<file path="config.mk">
export PLATFORM = sky130hd
export DESIGN_NAME = mem_write_queue
export DESIGN_NICKNAME = d
export VERILOG_FILES = /design/src/rtl/Purple_Jade_pkg.sv /design/src/rtl/mwq_age_match.sv /design/src/rtl/mem_write_queue.sv
export SDC_FILE = /design/constraint.sdc
export NUM_CORES = 1
export LEC_CHECK = 0
export CORE_ASPECT_RATIO = 1.75
export CORE_MARGIN = 5
export CORE_UTILIZATION = 43
export CTS_CLUSTER_SIZE = 14
export DETAILED_ROUTE_END_ITERATION = 8
export GPL_TIMING_DRIVEN = 0
export MAX_ROUTING_LAYER = met4
export PLACE_DENSITY = 0.73
export SYNTH_ARGS = -nofsm -noshare
export SYNTH_HDL_FRONTEND = slang
export SYNTH_SLANG_ARGS = --single-unit
</file>
<file path="constraint.sdc">
create_clock -name clk_i -period 3.8 [get_ports clk_i]
set_input_delay 1.14 -clock clk_i [delete_from_list [all_inputs] [get_ports clk_i]]
set_output_delay 1.14 -clock clk_i [all_outputs]
set_load 0.05 [all_outputs]
</file>
<file path="src/rtl/Purple_Jade_pkg.sv">
// Purple_Jade_pkg
// Shared definitions for the Purple_Jade memory subsystem.
//   WORD_SIZE_P         : address / data width used across the core
//   MWQ_ENTRY_DEFAULT   : default depth of the memory write queue
//   mwq_entry_t         : one queued committed store, {address, data}
package Purple_Jade_pkg;

  localparam int WORD_SIZE_P       = 32;
  localparam int MWQ_ENTRY_DEFAULT = 4;

  typedef struct packed {
    logic [WORD_SIZE_P-1:0] address;
    logic [WORD_SIZE_P-1:0] data;
  } mwq_entry_t;

endpackage

</file>
<file path="src/rtl/mwq_age_match.sv">
// mwq_age_match
// Youngest-match priority select for the memory write queue.
// The physical match vector is rotated so that index 0 is the oldest entry
// (the head); only the first 'count' rotated positions are occupied, and the
// highest occupied matching position is the youngest store.
// Ports:
//   match : per physical entry, address equals the lookup address
//   head  : physical index of the oldest entry
//   count : number of occupied entries
//   hit   : some occupied entry matches
//   sel   : physical index of the youngest matching entry
module mwq_age_match #(
  parameter int N  = 4,
  parameter int PW = $clog2(N)
) (
  input  logic [N-1:0]  match,
  input  logic [PW-1:0] head,
  input  logic [PW:0]   count,
  output logic          hit,
  output logic [PW-1:0] sel
);

  logic [N-1:0]  rotated;
  logic [PW-1:0] idx;

  // Rotate by head: rotated[k] is the entry k positions younger than the head.
  // N is a power of two, so the PW-bit sum wraps around the ring for free.
  always_comb begin
    rotated = '0;
    idx     = '0;
    for (int k = 0; k < N; k++) begin
      idx        = head + PW'(k);
      rotated[k] = match[idx];
    end
  end

  // Later (younger) occupied matches override earlier ones.
  always_comb begin
    hit = 1'b0;
    sel = '0;
    for (int k = 0; k < N; k++) begin
      if (rotated[k] && ((PW+1)'(k) < count)) begin
        hit = 1'b1;
        sel = head + PW'(k);
      end
    end
  end

endmodule

</file>
<file path="src/rtl/mem_write_queue.sv">
// mem_write_queue
// Circular FIFO of architecturally committed stores waiting to be written to
// data memory. Entries are never flushed on misprediction.
// Optional feature: define MWQ_LD_FWD_EN to enable store-to-load forwarding.
// Ports:
//   clk_i, reset_n_i            : clock, asynchronous active-low reset
//   sb_mem_v_i/addr_i/data_i    : store-buffer commit push
//   mwq_full_o, mwq_empty_o     : occupancy status (registered count only)
//   mem_v_o/addr_o/data_o       : write request to data memory (head entry)
//   mem_ready_i                 : memory accepts the write this cycle
//   ld_addr_i                   : load lookup address
//   ld_hit_o, ld_data_o         : youngest matching pending store
//   mwq_overflow_o              : sticky, set by a push while full
// MWQ_ENTRY must be a power of two, at least 2.
module mem_write_queue #(
  parameter int MWQ_ENTRY   = Purple_Jade_pkg::MWQ_ENTRY_DEFAULT,
  parameter int WORD_SIZE_P = Purple_Jade_pkg::WORD_SIZE_P
) (
  input  logic                   clk_i,
  input  logic                   reset_n_i,
  input  logic                   sb_mem_v_i,
  input  logic [WORD_SIZE_P-1:0] sb_mem_addr_i,
  input  logic [WORD_SIZE_P-1:0] sb_mem_data_i,
  output logic                   mwq_full_o,
  output logic                   mwq_empty_o,
  output logic                   mem_v_o,
  output logic [WORD_SIZE_P-1:0] mem_addr_o,
  output logic [WORD_SIZE_P-1:0] mem_data_o,
  input  logic                   mem_ready_i,
  input  logic [WORD_SIZE_P-1:0] ld_addr_i,
  output logic                   ld_hit_o,
  output logic [WORD_SIZE_P-1:0] ld_data_o,
  output logic                   mwq_overflow_o
);

  localparam int PW = $clog2(MWQ_ENTRY);
  localparam int CW = PW + 1;

  typedef Purple_Jade_pkg::mwq_entry_t entry_t;

  entry_t        entries [MWQ_ENTRY];
  logic [PW-1:0] head;
  logic [PW-1:0] tail;
  logic [CW-1:0] count;
  logic          overflow;
  logic          push;
  logic          pop;

  // Status is decoded from the registered count so the ROB sees no
  // combinational path from the memory handshake or the push strobe.
  assign mwq_full_o     = (count == CW'(MWQ_ENTRY));
  assign mwq_empty_o    = (count == '0);
  assign mwq_overflow_o = overflow;

  // A push in the same cycle as a pop while full is still rejected, because
  // full is the registered value.
  assign push = sb_mem_v_i & ~mwq_full_o;
  assign pop  = mem_v_o & mem_ready_i;

  // The head entry only changes on a pop, which keeps the request stable
  // while the memory stalls. Gating with empty forces zeros after reset.
  assign mem_v_o    = ~mwq_empty_o;
  assign mem_addr_o = mwq_empty_o ? '0 : entries[head].address;
  assign mem_data_o = mwq_empty_o ? '0 : entries[head].data;

  always_ff @(posedge clk_i or negedge reset_n_i) begin
    if (!reset_n_i) begin
      head     <= '0;
      tail     <= '0;
      count    <= '0;
      overflow <= 1'b0;
      for (int i = 0; i < MWQ_ENTRY; i++) begin
        entries[i] <= '0;
      end
    end else begin
      if (push) begin
        entries[tail].address <= sb_mem_addr_i;
        entries[tail].data    <= sb_mem_data_i;
        tail                  <= tail + 1'b1;
      end
      if (pop) begin
        head <= head + 1'b1;
      end
      case ({push, pop})
        2'b10:   count <= count + 1'b1;
        2'b01:   count <= count - 1'b1;
        default: count <= count;
      endcase
      if (sb_mem_v_i && mwq_full_o) begin
        overflow <= 1'b1;
      end
    end
  end

`ifdef MWQ_LD_FWD_EN
  logic [MWQ_ENTRY-1:0] match;
  logic [PW-1:0]        sel;

  // Raw address compare on every physical slot; occupancy is applied by the
  // age matcher. Storage updates at the clock edge, so a store being pushed
  // this cycle is invisible to this lookup.
  always_comb begin
    match = '0;
    for (int i = 0; i < MWQ_ENTRY; i++) begin
      match[i] = (entries[i].address == ld_addr_i);
    end
  end

  mwq_age_match #(
    .N  (MWQ_ENTRY),
    .PW (PW)
  ) u_age_match (
    .match (match),
    .head  (head),
    .count (count),
    .hit   (ld_hit_o),
    .sel   (sel)
  );

  assign ld_data_o = ld_hit_o ? entries[sel].data : '0;
`else
  logic unused_ld_addr;

  assign unused_ld_addr = ^ld_addr_i;
  assign ld_hit_o       = 1'b0;
  assign ld_data_o      = '0;
`endif

endmodule

</file>
==> results of run 1 <==
[routing by layer]
| layer | share of wire | up-vias | GRT usage |
|---|---|---|---|
| li1 | - | 3069 | - |
| met1 | 0.39 | 3549 | 0.1946 |
| met2 | 0.55 | 128 | 0.3082 |
| met3 | 0.041 | 35 | 0.02349 |
| met4 | 0.021 | 0 | 0.04713 |
| met5 | 0 | - | - |
[critical path, delay by kind of cell, from the launching register on]
family / cells / cell delay [ps]
buffers and inverters: 3 / 870
DFF: 1 / 410
muxes: 1 / 500
and+or+nand+nor: 1 / 200
[cell type report]
| type | count | area, um2 |
|---|---|---|
| Tap cell | 373 | 466.7 |
| Multi-Input combinational cell | 446 | 5097 |
| Clock buffer | 38 | 734.5 |
| Clock inverter | 6 | 70.07 |
| Antenna cell | 1 | 2.502 |
| Buffer | 78 | 706.9 |
| Sequential cell | 264 | 6606 |
| Inverter | 6 | 22.52 |
| Fill cell | 2390 | 13020 |
| Timing Repair Buffer | 137 | 1346 |
[stage by stage]
stage               cells  hold WS [ps]  worst slack [ps]
floorplan             794         445.3             925.7
global placement     1302         439.6             -9759
detailed placement   1304         445.0            -162.2
CTS                  1348         459.7             8.147
global route         1349         479.1             35.51
finish               1349         454.0             141.7
[cells by family (layout without fill, tap and decap cells)]
logic type	after synthesis	count (layout)	share of synthesized area
DFF	264	264	0.5389
muxes	322	322	0.3545
adders and majority gates	6	6	0.006737
buffers and inverters	84	265	0.05542
xor gates and xnor gates	6	6	0.004288
and+or+nand+nor	78	78	0.03919
AOI/OAI and AO/OA	1	1	0.0006127
other	1	34	0.0003059
[synth_stat cells, drive strengths merged]
| cell type | instances |
|---|---|
| a21o | 1 |
| and2 | 65 |
| buf | 49 |
| clkbuf | 29 |
| conb | 1 |
| dfrtp | 264 |
| fa | 1 |
| ha | 5 |
| inv | 6 |
| mux2 | 257 |
| mux2i | 1 |
| mux4 | 64 |
| nand2 | 4 |
| nand2b | 1 |
| nand3 | 1 |
| nor2 | 5 |
| nor3b | 1 |
| or3 | 1 |
| xnor2 | 3 |
| xor2 | 3 |
[registers in the layout, summed over array words and instances (netlist names)]
name	count
entries	256
count	3
head	2
tail	2
mwq_overflow_o	1
[how the worst max path moves through the flow]
stage	end	startpoint	slack, ps
2_1_floorplan	mem_addr_o[24]	head[0]	930
3_3_place_gp	entries[175]	reset_n_i	-9760
3_5_place_dp	mem_data_o[9]	count[0]	-160
4_1_cts	mem_addr_o[0]	head[0]	8
5_1_grt	mem_data_o[7]	count[0]	40
6_report	mem_data_o[7]	head[0]	140
[layout by cell type (no fill, tap or decap), types with 2 or more instances in the layout]
cell type and instances:
clkbuf_2 5, buf_16 2, dlygate4sd2_1 58, clkdlybuf4s50_1 69, clkinv_2 3, nor2_2 4
clkbuf_16 25, dlymetal6s2s_1 4, buf_2 5, ha_1 5, clkbuf_8 26, buf_4 35
mux2_2 257, buf_6 9, dfrtp_1 264, clkbuf_1 11, mux4_2 64, xnor2_1 3
and2_1 65, clkdlybuf4s15_2 2, xor2_1 3, nand2_1 4, inv_1 6, conb_1 33
==> results.tsv, run 1 <==
stage	metric	value	unit
run_status	outcome	complete, no violations	
sta	slew_viol_final	0	
worst_setup_path	cp_slowest_stage_delay	500	ps
die	chipHeight	233.4	um
die	io_pins	201	
sta	worstMarginPinSlew	816.2	ps
clock_tree	clk_pin_slew	60	ps
worst_setup_path	critPathKind	register to output port	
logic_synthesis	netlist.area_leader.share	0.5389	
sta	final-setup-viol-count	0	
drt	drtAntennaViolNets	0	
sta	finalCriticalPeriod	3658	ps
clock_tree	cts_tree	done	
place	port_buffers	135	
clock_tree	cts.sinks	264	
clock_tree	htree_levels	1	
sta	tns	0	ps
global_route	grt_max_degree	104	
global_route	antenna_found_initial	1	
final_layout	final_util	0.5362	
die	initial_core_util	0.4366	
clock_tree	post_cts_resized	87	
logic_synthesis	netlist_instances	762	
final_layout	drive_above_1_share	0.4554	
worst_setup_path	crit_fanout	10	
place	placed_cell_area	14260	um2
sta	rsz0062_at_grt	false	
clock_tree	cts_hold_buf	0	
global_route	grt_pass1_wl	41.28	mm
worst_setup_path	r2r-end	count[2]	
sta	clock.fmax	0.2733	GHz
worst_setup_path	crit_chain	buf_6 -> buf_6 -> mux4_2 -> and2_1 -> dlygate4sd2_1	
clock_tree	root_buffer	clkbuf_16	
worst_setup_path	reg2reg_from	count[0]	
drt	drc	0	
worst_setup_path	crit_path_start_kind	register	
final_layout	nets	1064	
final_layout	final_cell_area	15050	um2
worst_setup_path	end_kind	output port	
logic_synthesis	synth_top_area_cell	dfrtp_1	
die	row_count	81	
place	place_congestion	0.7449	
hold_path	hold_path_class	register to register	
logic_synthesis	ys_seq_area_frac	0.5389	
global_route	grt.total_usage	0.1701	
hold_path	whs_endpoint	mwq_overflow_o	
worst_setup_path	reg2reg_depth	8	
clock_tree	cts_buffers	25	
clock_tree	post_cts_buffers	0	
die	fp.dieW	137.6	um
logic_synthesis	synth_area	12260	um2
drt	vias	6781	
global_route	grt_pass1_vias	7575	
hold_path	hold_path_depth	1	
job	maxCapViolations	0	
sta	hold_viol_final	0	
sta	period_share	0.9627	
worst_setup_path	r2r_slack	1400	ps
final_layout	area_delta_synth_final	22.80	%
global_route	gr-total-overflow	0	
drt	wl	25.80	mm
drt	drtIter0Drc	190	
worst_setup_path	cp.required	2660	ps
die	core	28070	um2
sta	fin_skew	11.54	ps
worst_setup_path	critPathSlowestCell	mux4_2	
clock_tree	clockBufferDepth	3	
place	hpwl	18.36	mm
worst_setup_path	cp_common_cell	buf_6	
logic_synthesis	ys_warn_count	0	
die	die-area	32120	um2
hold_path	worstHoldStart	mwq_overflow_o	
drt	vias_per_cell	5.027	
worst_setup_path	crit_arrival	2520	ps
sta	maxSlewHeadroom	0.4553	
logic_synthesis	avgSynthCellArea	16.09	um2
drt	avgRoutedWirePerCell	19.13	um
clock_tree	clock_latency	530	ps
drt	drt-pass1-iter-count	3	
logic_synthesis	ys_ff_latch	264	
logic_synthesis	synth_cell_type_count	25	
logic_synthesis	synthTopCellsByArea	dfrtp_1 54%, mux2_2 24%, mux4_2 12%, and2_1 3.3%, clkbuf_8 2.2%	
Power of run 1 is left out: the tool's default activity adds up to more than one toggle a clock period on the data nets, which glitch-free logic cannot reach.
==> run 2, diff against run 1 <==
--- a/config.mk
+++ b/config.mk
@@ -13,6 +13,7 @@
 export GPL_TIMING_DRIVEN = 0
 export MAX_ROUTING_LAYER = met4
 export PLACE_DENSITY = 0.73
+export REMOVE_ABC_BUFFERS = 1
 export SYNTH_ARGS = -nofsm -noshare
 export SYNTH_HDL_FRONTEND = slang
 export SYNTH_SLANG_ARGS = --single-unit
==> results.tsv, run 2 (synthesized netlist as in run 1, its figures left out) <==
stage	metric	value	unit	change
place	port_buffers	135		unchanged
sta	finalCriticalPeriod	3723	ps	was 3658 ps
place	place_congestion	0.6988		was 0.7449
worst_setup_path	cp_slowest_stage_delay	700	ps	was 500 ps
worst_setup_path	end_kind	output port		unchanged
final_layout	fillers	2328		was 2390
worst_setup_path	crit_path_start_kind	register		unchanged
final_layout	top_register	entries		unchanged
global_route	grt_max_degree	106		was 104
final_layout	reg_top3	entries x256, count x3		unchanged
clock_tree	clk_pin_slew	70	ps	was 60 ps
clock_tree	cts_buffers	26		was 25
sta	rsz0062_at_grt	false		unchanged
worst_setup_path	crit_arrival	2580	ps	was 2520 ps
drt	vias_per_cell	5.231		was 5.027
sta	clock.fmax	0.2686	GHz	was 0.2733 GHz
global_route	grt_pass1_wl	41.45	mm	was 41.28 mm
global_route	grt.total_usage	0.1692		was 0.1701
job	maxCapViolations	0		unchanged
die	fp.dieW	137.6	um	unchanged
clock_tree	clockBufferDepth	3		unchanged
worst_setup_path	crit_chain	buf_4 -> mux4_2 -> and2_1 -> clkdlybuf4s50_1		was buf_6 -> buf_6 -> mux4_2 -> and2_1 -> dlygate4sd2_1
clock_tree	htree_levels	1		unchanged
die	io_pins	201		unchanged
worst_setup_path	cp.required	2660	ps	about the same
drt	drtIter0Drc	204		was 190
sta	hold_viol_final	0		unchanged
sta	fin_skew	11.80	ps	was 11.54 ps
final_layout	final_common_cell	dfrtp_1		unchanged
die	chipHeight	233.4	um	unchanged
global_route	antenna_found_initial	0		was 1
worst_setup_path	critPathSlowestCell	clkdlybuf4s50_1		was mux4_2
sta	period_share	0.9797		was 0.9627
die	row_count	81		unchanged
final_layout	nets	1007		was 1064
sta	maxSlewHeadroom	0.4816		was 0.4553
final_layout	layout_common_cells	262 x dfrtp_1, 257 x mux2_2, 70 x clkdlybuf4s50_1		was 264 x dfrtp_1, 257 x mux2_2, 69 x clkdlybuf4s50_1
clock_tree	root_buffer	clkbuf_16		unchanged
clock_tree	clock_latency	530	ps	about the same
global_route	grt_pass1_vias	7547		was 7575
clock_tree	cts.sinks	264		unchanged
run_status	outcome	complete, no violations		unchanged
drt	vias	6769		was 6781
final_layout	drive_above_1_share	0.4293		was 0.4554
die	die-area	32120	um2	unchanged
drt	drc	0		unchanged
worst_setup_path	cp_num_buf_inv	2		was 3
clock_tree	cts_tree	done		unchanged
final_layout	area_delta_synth_final	21.36	%	was 22.80%
global_route	gr-total-overflow	0		unchanged
place	hpwl	16.37	mm	was 18.36 mm
worst_setup_path	critPathKind	register to output port		unchanged
drt	drt-pass1-iter-count	4		was 3
die	initial_core_util	0.4366		unchanged
worst_setup_path	critical-path-top-delay-family	buffers and inverters		unchanged
die	core	28070	um2	unchanged
sta	slew_viol_final	0		unchanged
place	place_worst_setup_slack	-116.7	ps	was -162.2 ps
drt	avgRoutedWirePerCell	19.78	um	was 19.13 um
sta	final-setup-viol-count	0		unchanged
drt	wl	25.60	mm	was 25.80 mm
sta	worstMarginPinSlew	775.8	ps	was 816.2 ps
final_layout	largest_register_ffs	256		unchanged
drt	drtAntennaViolNets	0		unchanged
worst_setup_path	crit_fanout	4		was 10
hold_path	hold_path_class	register to register		unchanged
sta	worst_slack	77.20	ps	was 141.7 ps
[run 2: what timing repair did]
item,in CTS,in global routing
setup buffers,7,0
hold buffers,0,0
endpoints found under the setup margin,65,1
resized for setup,65,1
pin swaps,0,0
[run 2: through the flow]
stage / cells / TNS, ps / cell area, um2 / utilization / hold WS, ps
2_1_floorplan: 716 / -58730 / 11720 / - / 445.3
3_3_place_gp: 1224 / -3220210 / 13540 / 0.4823 / 441.8
3_5_place_dp: 1239 / -2851 / 13950 / 0.4969 / 454.5
4_1_cts: 1293 / 0 / 14870 / 0.5296 / 469.1
5_1_grt: 1293 / 0 / 14870 / 0.5298 / 476.3
6_report: 1294 / 0 / 14880 / 0.5299 / 472.1
[run 2: worst reg2reg max path: cells and delay by family, from the launching register on]
kind,cells,cell delay (ps)
flip-flops,1,440
adder cells (fa/ha/maj),2,560
buffers and inverters,2,320
XOR/XNOR,2,300
AND/OR/NAND/NOR,3,720
[run 2: area by class of cell]
type	instances	area (um2)	area share
Antenna cell	1	2.502	0.0001682
Clock buffer	37	773.2	0.05198
Clock inverter	10	112.6	0.007569
Inverter	6	22.52	0.001514
Multi-Input combinational cell	446	5124	0.3444
Sequential cell	264	6614	0.4446
Tap cell	373	466.7	0.03137
Timing Repair Buffer	157	1762	0.1184
[run 2: worst paths after layout]
kind                           startpoint             end  slack (ps)  cells past startpoint
setup / recovery                  head[0]  mem_addr_o[12]          80                      4
hold / removal             mwq_overflow_o  mwq_overflow_o         470                      1
setup reg to reg                 count[0]        count[2]        1380                      9
hold reg to reg            mwq_overflow_o  mwq_overflow_o         470                      1
max in group asynchronous       reset_n_i         head[1]        1920                      3
min in group asynchronous       reset_n_i    entries[114]         550                      1
[run 2: layer usage]
layer | track usage | part of all wire
met1 | 0.2029 | 0.40
met2 | 0.3024 | 0.55
met3 | 0.01681 | 0.036
met4 | 0.04494 | 0.019
met5 | - | 0
Power of run 2 is left out for the same reason.
